==> src/rtl/control_mc_v2.sv <==
// Multi-cycle MIPS32 control FSM: decodes state/op/func/zero/mem_ready into datapath
// enables and selects, with a bounded memory wait and a sticky trap state.
module control_mc_v2 #(
  parameter int unsigned ALUOP_W     = 4,
  parameter int unsigned MEM_WAIT_EN = 1,
  parameter int unsigned TIMEOUT     = 255,
  parameter int unsigned CNT_W       = 8
) (
  input  logic               clk,
  input  logic               rst,
  input  logic [5:0]         op,
  input  logic [5:0]         func,
  input  logic               zero,
  input  logic               mem_ready,
  output logic               IRWrite,
  output logic               MDRWrite,
  output logic [1:0]         MemtoReg,
  output logic [1:0]         RegDst,
  output logic               RegWrite,
  output logic               RegAWrite,
  output logic               RegBWrite,
  output logic               ALUSrcA,
  output logic [2:0]         ALUSrcB,
  output logic               ALUOutWrite,
  output logic [ALUOP_W-1:0] ALUop,
  output logic [2:0]         PCSrc,
  output logic               PCWrite,
  output logic               IorD,
  output logic               MemRead,
  output logic               MemWrite,
  output logic               trap,
  output logic [1:0]         trap_cause,
  output logic [3:0]         state
);

  typedef enum logic [3:0] {
    S_IF       = 4'd0,  S_ID     = 4'd1,  S_EXE_R  = 4'd2,  S_EXE_I  = 4'd3,
    S_EXE_BR   = 4'd4,  S_EXE_ADDR = 4'd5, S_EXE_J = 4'd6,  S_EXE_JR = 4'd7,
    S_MEM_LW   = 4'd8,  S_MEM_SW = 4'd9,  S_WB_R   = 4'd10, S_WB_I   = 4'd11,
    S_WB_LW    = 4'd12, S_TRAP   = 4'd15
  } state_t;

  localparam logic [ALUOP_W-1:0] ALU_ADD = ALUOP_W'(4'd0);
  localparam logic [ALUOP_W-1:0] ALU_SUB = ALUOP_W'(4'd1);
  localparam logic [ALUOP_W-1:0] ALU_AND = ALUOP_W'(4'd2);
  localparam logic [ALUOP_W-1:0] ALU_OR  = ALUOP_W'(4'd3);
  localparam logic [ALUOP_W-1:0] ALU_XOR = ALUOP_W'(4'd4);
  localparam logic [ALUOP_W-1:0] ALU_NOR = ALUOP_W'(4'd5);
  localparam logic [ALUOP_W-1:0] ALU_SLT = ALUOP_W'(4'd6);
  localparam logic [ALUOP_W-1:0] ALU_SLL = ALUOP_W'(4'd7);
  localparam logic [ALUOP_W-1:0] ALU_SRL = ALUOP_W'(4'd8);

  localparam logic [5:0] OP_RTYPE = 6'b000000, OP_ADDI = 6'b001000, OP_ANDI = 6'b001100;
  localparam logic [5:0] OP_ORI   = 6'b001101, OP_BEQ  = 6'b000100, OP_BNE  = 6'b000101;
  localparam logic [5:0] OP_LW    = 6'b100011, OP_SW   = 6'b101011, OP_J    = 6'b000010;
  localparam logic [5:0] OP_JAL   = 6'b000011, FN_JR   = 6'b001000;

  state_t             state_r, state_next_s;
  logic [1:0]         cause_r, cause_next_s;
  logic [CNT_W-1:0]   cnt_r;
  logic               mem_ready_s, waiting_s, timeout_s;
  logic               r_legal_s, r_shift_s;
  logic [ALUOP_W-1:0] r_aluop_s;
  logic               ir_write_s, mdr_write_s, reg_write_s, rega_write_s, regb_write_s;
  logic               aluout_write_s, pc_write_s, mem_read_s, mem_write_s;

  assign mem_ready_s = (MEM_WAIT_EN != 0) ? mem_ready : 1'b1;
  assign waiting_s   = ((state_r == S_IF) || (state_r == S_MEM_LW) || (state_r == S_MEM_SW))
                       && !mem_ready_s;
  assign timeout_s   = (TIMEOUT != 0) && waiting_s && (cnt_r == CNT_W'(TIMEOUT));

  // R-type function decode: ALU operation, shift-amount select and legality
  always_comb begin
    r_legal_s = 1'b1;
    r_shift_s = 1'b0;
    r_aluop_s = ALU_ADD;
    case (func)
      6'b100000: r_aluop_s = ALU_ADD;
      6'b100010: r_aluop_s = ALU_SUB;
      6'b100100: r_aluop_s = ALU_AND;
      6'b100101: r_aluop_s = ALU_OR;
      6'b100110: r_aluop_s = ALU_XOR;
      6'b100111: r_aluop_s = ALU_NOR;
      6'b101010: r_aluop_s = ALU_SLT;
      6'b000000: begin r_aluop_s = ALU_SLL; r_shift_s = 1'b1; end
      6'b000010: begin r_aluop_s = ALU_SRL; r_shift_s = 1'b1; end
      default:   r_legal_s = 1'b0;
    endcase
  end

  // State register
  always_ff @(posedge clk) begin
    if (rst) state_r <= S_IF;
    else     state_r <= state_next_s;
  end

  // Trap cause capture and per-access wait counter (cleared on every state change)
  always_ff @(posedge clk) begin
    if (rst) begin
      cause_r <= 2'b00;
      cnt_r   <= {CNT_W{1'b0}};
    end else begin
      cause_r <= cause_next_s;
      if (state_next_s != state_r)                    cnt_r <= {CNT_W{1'b0}};
      else if (waiting_s && (cnt_r != {CNT_W{1'b1}})) cnt_r <= cnt_r + CNT_W'(1);
      else                                            cnt_r <= cnt_r;
    end
  end

  // Next-state decode
  always_comb begin
    state_next_s = state_r;
    cause_next_s = cause_r;
    case (state_r)
      S_IF: begin
        if (mem_ready_s)    state_next_s = S_ID;
        else if (timeout_s) begin state_next_s = S_TRAP; cause_next_s = 2'b11; end
        else                state_next_s = S_IF;
      end
      S_ID: begin
        case (op)
          OP_RTYPE:                 state_next_s = (func == FN_JR) ? S_EXE_JR : S_EXE_R;
          OP_ADDI, OP_ANDI, OP_ORI: state_next_s = S_EXE_I;
          OP_BEQ, OP_BNE:           state_next_s = S_EXE_BR;
          OP_LW, OP_SW:             state_next_s = S_EXE_ADDR;
          OP_J, OP_JAL:             state_next_s = S_EXE_J;
          default: begin state_next_s = S_TRAP; cause_next_s = 2'b01; end
        endcase
      end
      S_EXE_R: begin
        if (r_legal_s) state_next_s = S_WB_R;
        else begin state_next_s = S_TRAP; cause_next_s = 2'b10; end
      end
      S_EXE_I:    state_next_s = S_WB_I;
      S_EXE_ADDR: state_next_s = (op == OP_LW) ? S_MEM_LW : S_MEM_SW;
      S_MEM_LW: begin
        if (mem_ready_s)    state_next_s = S_WB_LW;
        else if (timeout_s) begin state_next_s = S_TRAP; cause_next_s = 2'b11; end
        else                state_next_s = S_MEM_LW;
      end
      S_MEM_SW: begin
        if (mem_ready_s)    state_next_s = S_IF;
        else if (timeout_s) begin state_next_s = S_TRAP; cause_next_s = 2'b11; end
        else                state_next_s = S_MEM_SW;
      end
      S_EXE_BR, S_EXE_J, S_EXE_JR, S_WB_R, S_WB_I, S_WB_LW: state_next_s = S_IF;
      S_TRAP:  state_next_s = S_TRAP;
      default: state_next_s = S_IF;
    endcase
  end

  // Output decode; enables are gated by reset below
  always_comb begin
    ir_write_s = 1'b0; mdr_write_s = 1'b0; reg_write_s = 1'b0; rega_write_s = 1'b0;
    regb_write_s = 1'b0; aluout_write_s = 1'b0; pc_write_s = 1'b0;
    mem_read_s = 1'b0; mem_write_s = 1'b0;
    MemtoReg = 2'b00; RegDst = 2'b00; ALUSrcA = 1'b0; ALUSrcB = 3'b000;
    ALUop = ALU_ADD; PCSrc = 3'b000; IorD = 1'b0;
    case (state_r)
      S_IF: begin
        mem_read_s = 1'b1; ALUSrcB = 3'b100;
        ir_write_s = mem_ready_s; pc_write_s = mem_ready_s;
      end
      S_ID: begin
        rega_write_s = 1'b1; regb_write_s = 1'b1; aluout_write_s = 1'b1; ALUSrcB = 3'b011;
      end
      S_EXE_R: begin
        ALUSrcA = 1'b1; aluout_write_s = 1'b1; ALUop = r_aluop_s;
        ALUSrcB = r_shift_s ? 3'b001 : 3'b000;
      end
      S_EXE_I: begin
        ALUSrcA = 1'b1; aluout_write_s = 1'b1;
        ALUSrcB = (op == OP_ADDI) ? 3'b010 : 3'b101;
        ALUop   = (op == OP_ANDI) ? ALU_AND : ((op == OP_ORI) ? ALU_OR : ALU_ADD);
      end
      S_EXE_BR: begin
        ALUSrcA = 1'b1; ALUop = ALU_SUB; PCSrc = 3'b001;
        pc_write_s = (op == OP_BNE) ? !zero : zero;
      end
      S_EXE_ADDR: begin
        ALUSrcA = 1'b1; ALUSrcB = 3'b010; aluout_write_s = 1'b1;
      end
      S_EXE_J: begin
        PCSrc = 3'b010; pc_write_s = 1'b1;
        if (op == OP_JAL) begin reg_write_s = 1'b1; RegDst = 2'b10; MemtoReg = 2'b10; end
        else              begin reg_write_s = 1'b0; RegDst = 2'b00; MemtoReg = 2'b00; end
      end
      S_EXE_JR: begin PCSrc = 3'b011; pc_write_s = 1'b1; end
      S_MEM_LW: begin mem_read_s = 1'b1; IorD = 1'b1; mdr_write_s = mem_ready_s; end
      S_MEM_SW: begin mem_write_s = 1'b1; IorD = 1'b1; end
      S_WB_R:   begin reg_write_s = 1'b1; RegDst = 2'b01; end
      S_WB_I:   reg_write_s = 1'b1;
      S_WB_LW:  begin reg_write_s = 1'b1; MemtoReg = 2'b01; end
      default:  ALUop = ALU_ADD;
    endcase
  end

  assign IRWrite     = ir_write_s     & ~rst;
  assign MDRWrite    = mdr_write_s    & ~rst;
  assign RegWrite    = reg_write_s    & ~rst;
  assign RegAWrite   = rega_write_s   & ~rst;
  assign RegBWrite   = regb_write_s   & ~rst;
  assign ALUOutWrite = aluout_write_s & ~rst;
  assign PCWrite     = pc_write_s     & ~rst;
  assign MemRead     = mem_read_s     & ~rst;
  assign MemWrite    = mem_write_s    & ~rst;
  assign trap        = (state_r == S_TRAP);
  assign trap_cause  = cause_r;
  assign state       = state_r;

endmodule

==> config.mk <==
export PLATFORM = sky130hd
export DESIGN_NAME = control_mc_v2
export DESIGN_NICKNAME = d
export VERILOG_FILES = /design/src/rtl/control_mc_v2.sv
export SDC_FILE = /design/constraint.sdc
export NUM_CORES = 1
export LEC_CHECK = 0
export BUFFER_PORTS_ARGS = -buffer_cell sky130_fd_sc_hd__buf_4
export CAP_MARGIN = 20
export CORE_MARGIN = 3
export CORE_UTILIZATION = 40
export DETAILED_ROUTE_END_ITERATION = 10
export GPL_TIMING_DRIVEN = 0
export PLACE_DENSITY = 0.65
export SYNTH_ARGS = -nofsm -noshare
export SYNTH_HDL_FRONTEND = slang
export SYNTH_SLANG_ARGS = --single-unit
==> constraint.sdc <==
create_clock -name clk -period 2.8 [get_ports clk]
set_input_delay 0.28 -clock clk [delete_from_list [all_inputs] [get_ports clk]]
set_output_delay 0.28 -clock clk [all_outputs]
set_load 0.05 [all_outputs]
==> results.sh, run 1 <==
export IMPL_status="completed"
export IMPL_path_clk_slew_ns=0.06
export IMPL_power_density_mw_per_mm2=1030
export IMPL_period_share=0.914
export IMPL_drive_above_1_share=0.265
export IMPL_maxCapViolations=0
export IMPL_worstMarginPinSlew_ns=0.811
export IMPL_r2r_start="state[3]"
export IMPL_clock_sinks=14
export IMPL_synth_seq_cells=14
export IMPL_synthTopCellsByCount="24 x nor2_1, 18 x nand2_1, 14 x dfxtp_1, 14 x nor3_1"
export IMPL_startpoint_type="flip-flop"
export IMPL_grt_ovfl_total=0
export IMPL_r2r_end="cnt_r[7]"
export IMPL_fillers=378
export IMPL_finalMaxSlewViolations=0
export IMPL_synth_top_cell_by_area="dfxtp_1"
export IMPL_initial_core_util=0.432
export IMPL_synth_ff_type="dfxtp_1"
export IMPL_post_dp_hpwl_microns=3550
export IMPL_clkLatencyLatePin_ns=0.25
export IMPL_fmax_mhz=391
export IMPL_worst_setup_path_end_kind="output port"
export IMPL_crit_slowest_cell="or3_1"
export IMPL_arrival_ns=2.28
export IMPL_syn_nets=228
export IMPL_rows=21
export IMPL_cp_required_ns=2.52
export IMPL_htree_num_levels=1
export IMPL_synth_avg_cell_area_sq_um=7.10
export IMPL_worstPathMaxFanout=10
export IMPL_place_ws_ns=0.199
export IMPL_max_stage_delay_ns=0.45
export IMPL_synth_area_sq_mm=0.00150
export IMPL_grt_pass1_vias=1555
export IMPL_syn_instance_count=211
export IMPL_tns_ns=0
export IMPL_gp_congestion=0.904
export IMPL_antenna_left=0
export IMPL_setup_viol=0
export IMPL_vias_per_cell=5.86
export IMPL_cts_max_path_buffers=2
export IMPL_hold_depth=3
export IMPL_path_class="reg -> out"
export IMPL_async_flop_share=0
export IMPL_ctsHoldBuffers=0
export IMPL_p_leak_nw=0.801
export IMPL_holdWs_ns=0.338
export IMPL_rsz0062_at_grt="false"
export IMPL_grtUsageTotal=0.215
export IMPL_min_period_ns=2.56
export IMPL_drtIter0Drc=98
export IMPL_path_cells="clkbuf_1 -> or2_2 -> buf_2 -> or3_1 -> nor3_1 -> a221o_1 -> buf_4"
export IMPL_yosysSeqAreaShare=0.187
export IMPL_postLayoutCellArea_sq_mm=0.00198
export IMPL_grt_first_pass_wirelength_microns=7470
export IMPL_finalWirelength_microns=4590
export IMPL_relSlewSlack=0.456
export IMPL_io_pins=48
export IMPL_worstRegToRegCells=7
export IMPL_antenna_cells=0
export IMPL_synth_warnings=0
export IMPL_synth_most_common_cell="nor2_1"
export IMPL_synth_edf_count=0
export IMPL_seq_area_sq_um=280
export IMPL_drt_first_pass_iters=4
export IMPL_post_dp_cell_area_sq_mm=0.00193
export IMPL_io_buffer_count=43
export IMPL_grt_max_degree=11
export IMPL_synth_top_area_share=0.187
export IMPL_die_x_microns=67.2
export IMPL_root_buffer="clkbuf_8"
export IMPL_final_hold_viol_count=0
export IMPL_vias=1775
export IMPL_finalWorstSetupSlack_ns=0.242
export IMPL_synth_area_leaders="dfxtp_1 19%, nor2_1 6.0%, nor3_1 4.7%, nand2_1 4.5%, nand3_1 4.0%"
export IMPL_drcViolationCount=0
export IMPL_area_growth_pct=32.1
export IMPL_die_area_sq_mm=0.00451
export IMPL_min_to="trap_cause[1]"
export IMPL_ir_worst_vdd_mv=0.659
export IMPL_die_y_microns=67.2
export IMPL_worstHoldStart="rst"
export IMPL_final_nets=276
export IMPL_multi_input_area_sq_mm=0.00118
export IMPL_antenna_found_initial=0
export IMPL_ff2ff_setup_slack_ns=0.40
export IMPL_wire_per_inst_microns=15.1
export IMPL_cts_tree="built"
export IMPL_holdCritPathClass="in -> reg"
export IMPL_cts_made_buffers=3
export IMPL_ys_types=54
export IMPL_dp_cells=300
export IMPL_layout_cells_non_filler=303
export IMPL_worst_clock_skew_ns=0.00402
export IMPL_critPathLaunch="state[3]"
export IMPL_core_region_area_sq_mm=0.00347
==> flip-flops by register name, indices dropped and copies added, names as in the netlist <==
signal and count:
trap_cause 2, state 4, cnt_r 8
==> through the flow <==
step	util	total power (W)
after global routing	0.570	0.00218
after detailed placement	0.557	0.00187
after global placement	0.557	0.00186
final	0.570	0.00204
after floorplan	-	0.00144
after CTS	0.569	0.00204
==> logic make-up after synthesis <==
group,count (synthesis),synth area share
and+or+nand+nor,121,0.470
AOI/OAI and AO/OA,41,0.197
buffers and inverters,22,0.0626
DFF,14,0.187
xor gates and xnor gates,8,0.0518
muxes,3,0.0209
adders and majority gates,1,0.00835
other,1,0.00250
==> worst max-delay path: cells and delay by family, from the launching register on <==
family / cells / cell delay [ns]
AND/OR/NAND/NOR: 3 / 0.98
buffers and inverters: 3 / 0.58
flip-flops: 1 / 0.32
AO/OA/AOI/OAI: 1 / 0.14
==> cell usage in the layout (no fill, tap or decap), drive strengths merged, types with 4 or more instances in the layout <==
master / n
a21oi: 7
buf: 49
clkbuf: 15
dfxtp: 14
inv: 4
nand2: 18
nand2b: 7
nand3: 12
nand4: 8
nor2: 24
nor2b: 6
nor3: 14
nor4b: 10
or3: 6
xnor2: 7
==> power breakdown <==
part | internal [W] | switching, W | total, W | leakage [nW]
combinational | 0.000494 | 0.00111 | 0.00160 | 0.665
clock | 0.0000953 | 0.0000709 | 0.000166 | 0.0216
sequential | 0.000237 | 0.0000392 | 0.000276 | 0.114
==> routing by layer <==
metal	track usage	vias up	wire (microns)
met2	0.301	67	1940
met3	0.0416	9	361
met5	0	-	0
li1	-	883	-
met1	0.316	816	2190
met4	0.0911	0	91
==> worst max path at each step <==
| stage | endpoint | slack, ns | depth (start not counted) |
|---|---|---|---|
| after global routing | trap | 0.08 | 5 |
| after detailed placement | cnt_r[7] | 0.20 | 6 |
| after floorplan | RegWrite | -0.44 | 7 |
| final | ALUop[0] | 0.24 | 7 |
| after global placement | cnt_r[1] | 0.19 | 6 |
| after CTS | RegWrite | 0.20 | 8 |
==> area by class of cell <==
class,count,area share
plain buffers,18,0.0405
clock buffers,3,0.0209
inverters,4,0.00759
multi-input cells,175,0.597
flip-flops and latches,14,0.142
well taps,46,0.0291
repair buffers,43,0.163
==> timing repair <==
action / CTS / global route
buffers inserted: 0 / 0
endpoints found under the setup margin: 0 / 10
resized for setup: 0 / 3
(Power assumes the default switching activity.)
==> run 2, diff against run 1 <==
--- a/config.mk
+++ b/config.mk
@@ -8,10 +8,10 @@
 export BUFFER_PORTS_ARGS = -buffer_cell sky130_fd_sc_hd__buf_4
 export CAP_MARGIN = 20
 export CORE_MARGIN = 3
-export CORE_UTILIZATION = 40
+export CORE_UTILIZATION = 51
 export DETAILED_ROUTE_END_ITERATION = 10
 export GPL_TIMING_DRIVEN = 0
-export PLACE_DENSITY = 0.65
+export PLACE_DENSITY = 0.8
 export SYNTH_ARGS = -nofsm -noshare
 export SYNTH_HDL_FRONTEND = slang
 export SYNTH_SLANG_ARGS = --single-unit
==> results.sh, run 2 (synthesis results as in run 1) <==
export IMPL_drt_first_pass_iters=5
export IMPL_pwr_share_comb=0.803
export IMPL_final_nets=276
export IMPL_grt_first_pass_wirelength_microns=7160
export IMPL_arrival_ns=2.29
export IMPL_antenna_cells=0
export IMPL_drtIter0Drc=105
export IMPL_grt_pass1_vias=1611
export IMPL_final_cell_mix="45 x buf_4, 22 x nor2_1, 18 x nand2_1"
export IMPL_io_buffer_count=43
export IMPL_setup_viol=0
export IMPL_root_buffer="clkbuf_4"
export IMPL_antenna_left=0
export IMPL_wire_per_inst_microns=15.3
export IMPL_ir_worst_vdd_mv=0.875
export IMPL_startpoint_type="flip-flop"
export IMPL_post_dp_hpwl_microns=3350
export IMPL_grt_max_degree=11
export IMPL_path_clk_slew_ns=0.08
export IMPL_gp_congestion=0.892
export IMPL_drive_above_1_share=0.268
export IMPL_worstRegToRegCells=7
export IMPL_period_share=0.918
export IMPL_path_class="reg -> out"
export IMPL_p_seq_frac=0.139
export IMPL_final_common_cell="buf_4"
export IMPL_die_y_microns=60.2
export IMPL_power_density_mw_per_mm2=1020
export IMPL_vias=1799
export IMPL_core_region_area_sq_mm=0.00278
export IMPL_worstPathMaxFanout=10
export IMPL_initial_core_util=0.538
export IMPL_finalMaxSlewViolations=0
export IMPL_tns_ns=0
export IMPL_largest_reg_flops=8
export IMPL_place_ws_ns=0.219
export IMPL_largest_register="cnt_r"
export IMPL_post_cts_buffers=0
export IMPL_layout_cells_non_filler=288
export IMPL_p_leak_nw=0.796
export IMPL_status="completed"
export IMPL_min_period_ns=2.57
export IMPL_power_total_w=0.00199
export IMPL_dp_cells=285
export IMPL_rows=19
export IMPL_die_x_microns=60.2
export IMPL_finalWorstSetupSlack_ns=0.230
export IMPL_cp_required_ns=2.52
export IMPL_io_pins=48
export IMPL_cts_made_buffers=3
export IMPL_area_growth_pct=29.7
export IMPL_die_area_sq_mm=0.00362
export IMPL_ff2ff_setup_slack_ns=0.38
export IMPL_finalWirelength_microns=4420
export IMPL_swShare=0.607
export IMPL_holdCritPathClass="in -> reg"
export IMPL_r2r_start="state[3]"
export IMPL_htree_num_levels=1
export IMPL_drcViolationCount=0
export IMPL_grt_ovfl_total=0
export IMPL_fmax_mhz=389
export IMPL_vias_per_cell=6.25
export IMPL_cts_tree="built"
export IMPL_clock_sinks=14
export IMPL_antenna_found_initial=0
export IMPL_grtUsageTotal=0.252
export IMPL_worstHoldStart="rst"
export IMPL_p_clk_frac=0.058
export IMPL_worst_clock_skew_ns=0.00314
export IMPL_clkLatencyLatePin_ns=0.28
export IMPL_cts_max_path_buffers=2
export IMPL_min_to="trap_cause[1]"
export IMPL_worstMarginPinSlew_ns=0.827
export IMPL_final_hold_viol_count=0
export IMPL_r2r_end="cnt_r[0]"
export IMPL_p_sw_w=0.00121
export IMPL_maxCapViolations=0
export IMPL_relSlewSlack=0.445
export IMPL_rsz0062_at_grt="false"
export IMPL_worst_setup_path_end_kind="output port"
export IMPL_hold_depth=3
export IMPL_p_int_w=0.000782
[run 2: cell counts in the layout (fill, tap and decap cells not counted)]
No cell type changed its count.
[run 2: metal layers]
layer | track usage | part of all wire | up-vias
li1 | - | - | 879
met3 | 0.0756 | 0.11 | 10
met4 | 0.0380 | 0.015 | 0
met1 | 0.354 | 0.43 | 812
met2 | 0.384 | 0.44 | 98
met5 | 0 | 0 | -
[run 2: cell type report]
type / instances / area, sq um
plain buffers: 18 / 81.3
clock buffers: 3 / 22.5
fillers: 250 / 840
inverters: 4 / 15.0
multi-input cells: 175 / 1180
flip-flops and latches: 14 / 280
well taps: 31 / 38.8
repair buffers: 43 / 323
[run 2: worst max-delay path, cell delays in order, from the launching register on]
cell	delay (ns)
dfxtp_1	0.32
clkbuf_1	0.20
or2_2	0.34
buf_2	0.19
or3_1	0.45
nor3_1	0.17
a221o_1	0.13
buf_4	0.19
[run 2: how the worst max path moves through the flow]
| stage | start | end | slack, ns | depth (start not counted) |
|---|---|---|---|---|
| 6_report | state[3] | ALUop[0] | 0.23 | 7 |
| 5_1_grt | state[3] | ALUop[0] | 0.11 | 7 |
| 4_1_cts | state[1] | RegWrite | 0.17 | 8 |
| 3_5_place_dp | state[0] | cnt_r[1] | 0.22 | 6 |
| 3_3_place_gp | state[0] | cnt_r[1] | 0.30 | 6 |
| 2_1_floorplan | state[1] | RegWrite | -0.44 | 7 |
[run 2: through the flow]
step	instance area, sq um	utilization	hold WS (ns)
6_report	1940	0.698	0.300
5_1_grt	1940	0.698	0.307
4_1_cts	1930	0.695	0.299
3_5_place_dp	1910	0.687	0.474
3_3_place_gp	1910	0.687	0.464
2_1_floorplan	1550	-	0.461
[run 2: power groups by stage]
| stage | clock [W] | sequential, W | combinational (W) |
|---|---|---|---|
| floorplan | 0 | 0.000384 | 0.00106 |
| global placement | 0 | 0.000278 | 0.00156 |
| detailed placement | 0 | 0.000280 | 0.00157 |
| CTS | 0.000116 | 0.000276 | 0.00157 |
| global route | 0.000125 | 0.000283 | 0.00171 |
| finish | 0.000115 | 0.000277 | 0.00160 |
[run 2: what timing repair did]
item | CTS | global route
endpoints found under the setup margin | 0 | 9
gates resized for setup | 0 | 5
hold buffers | 0 | 0
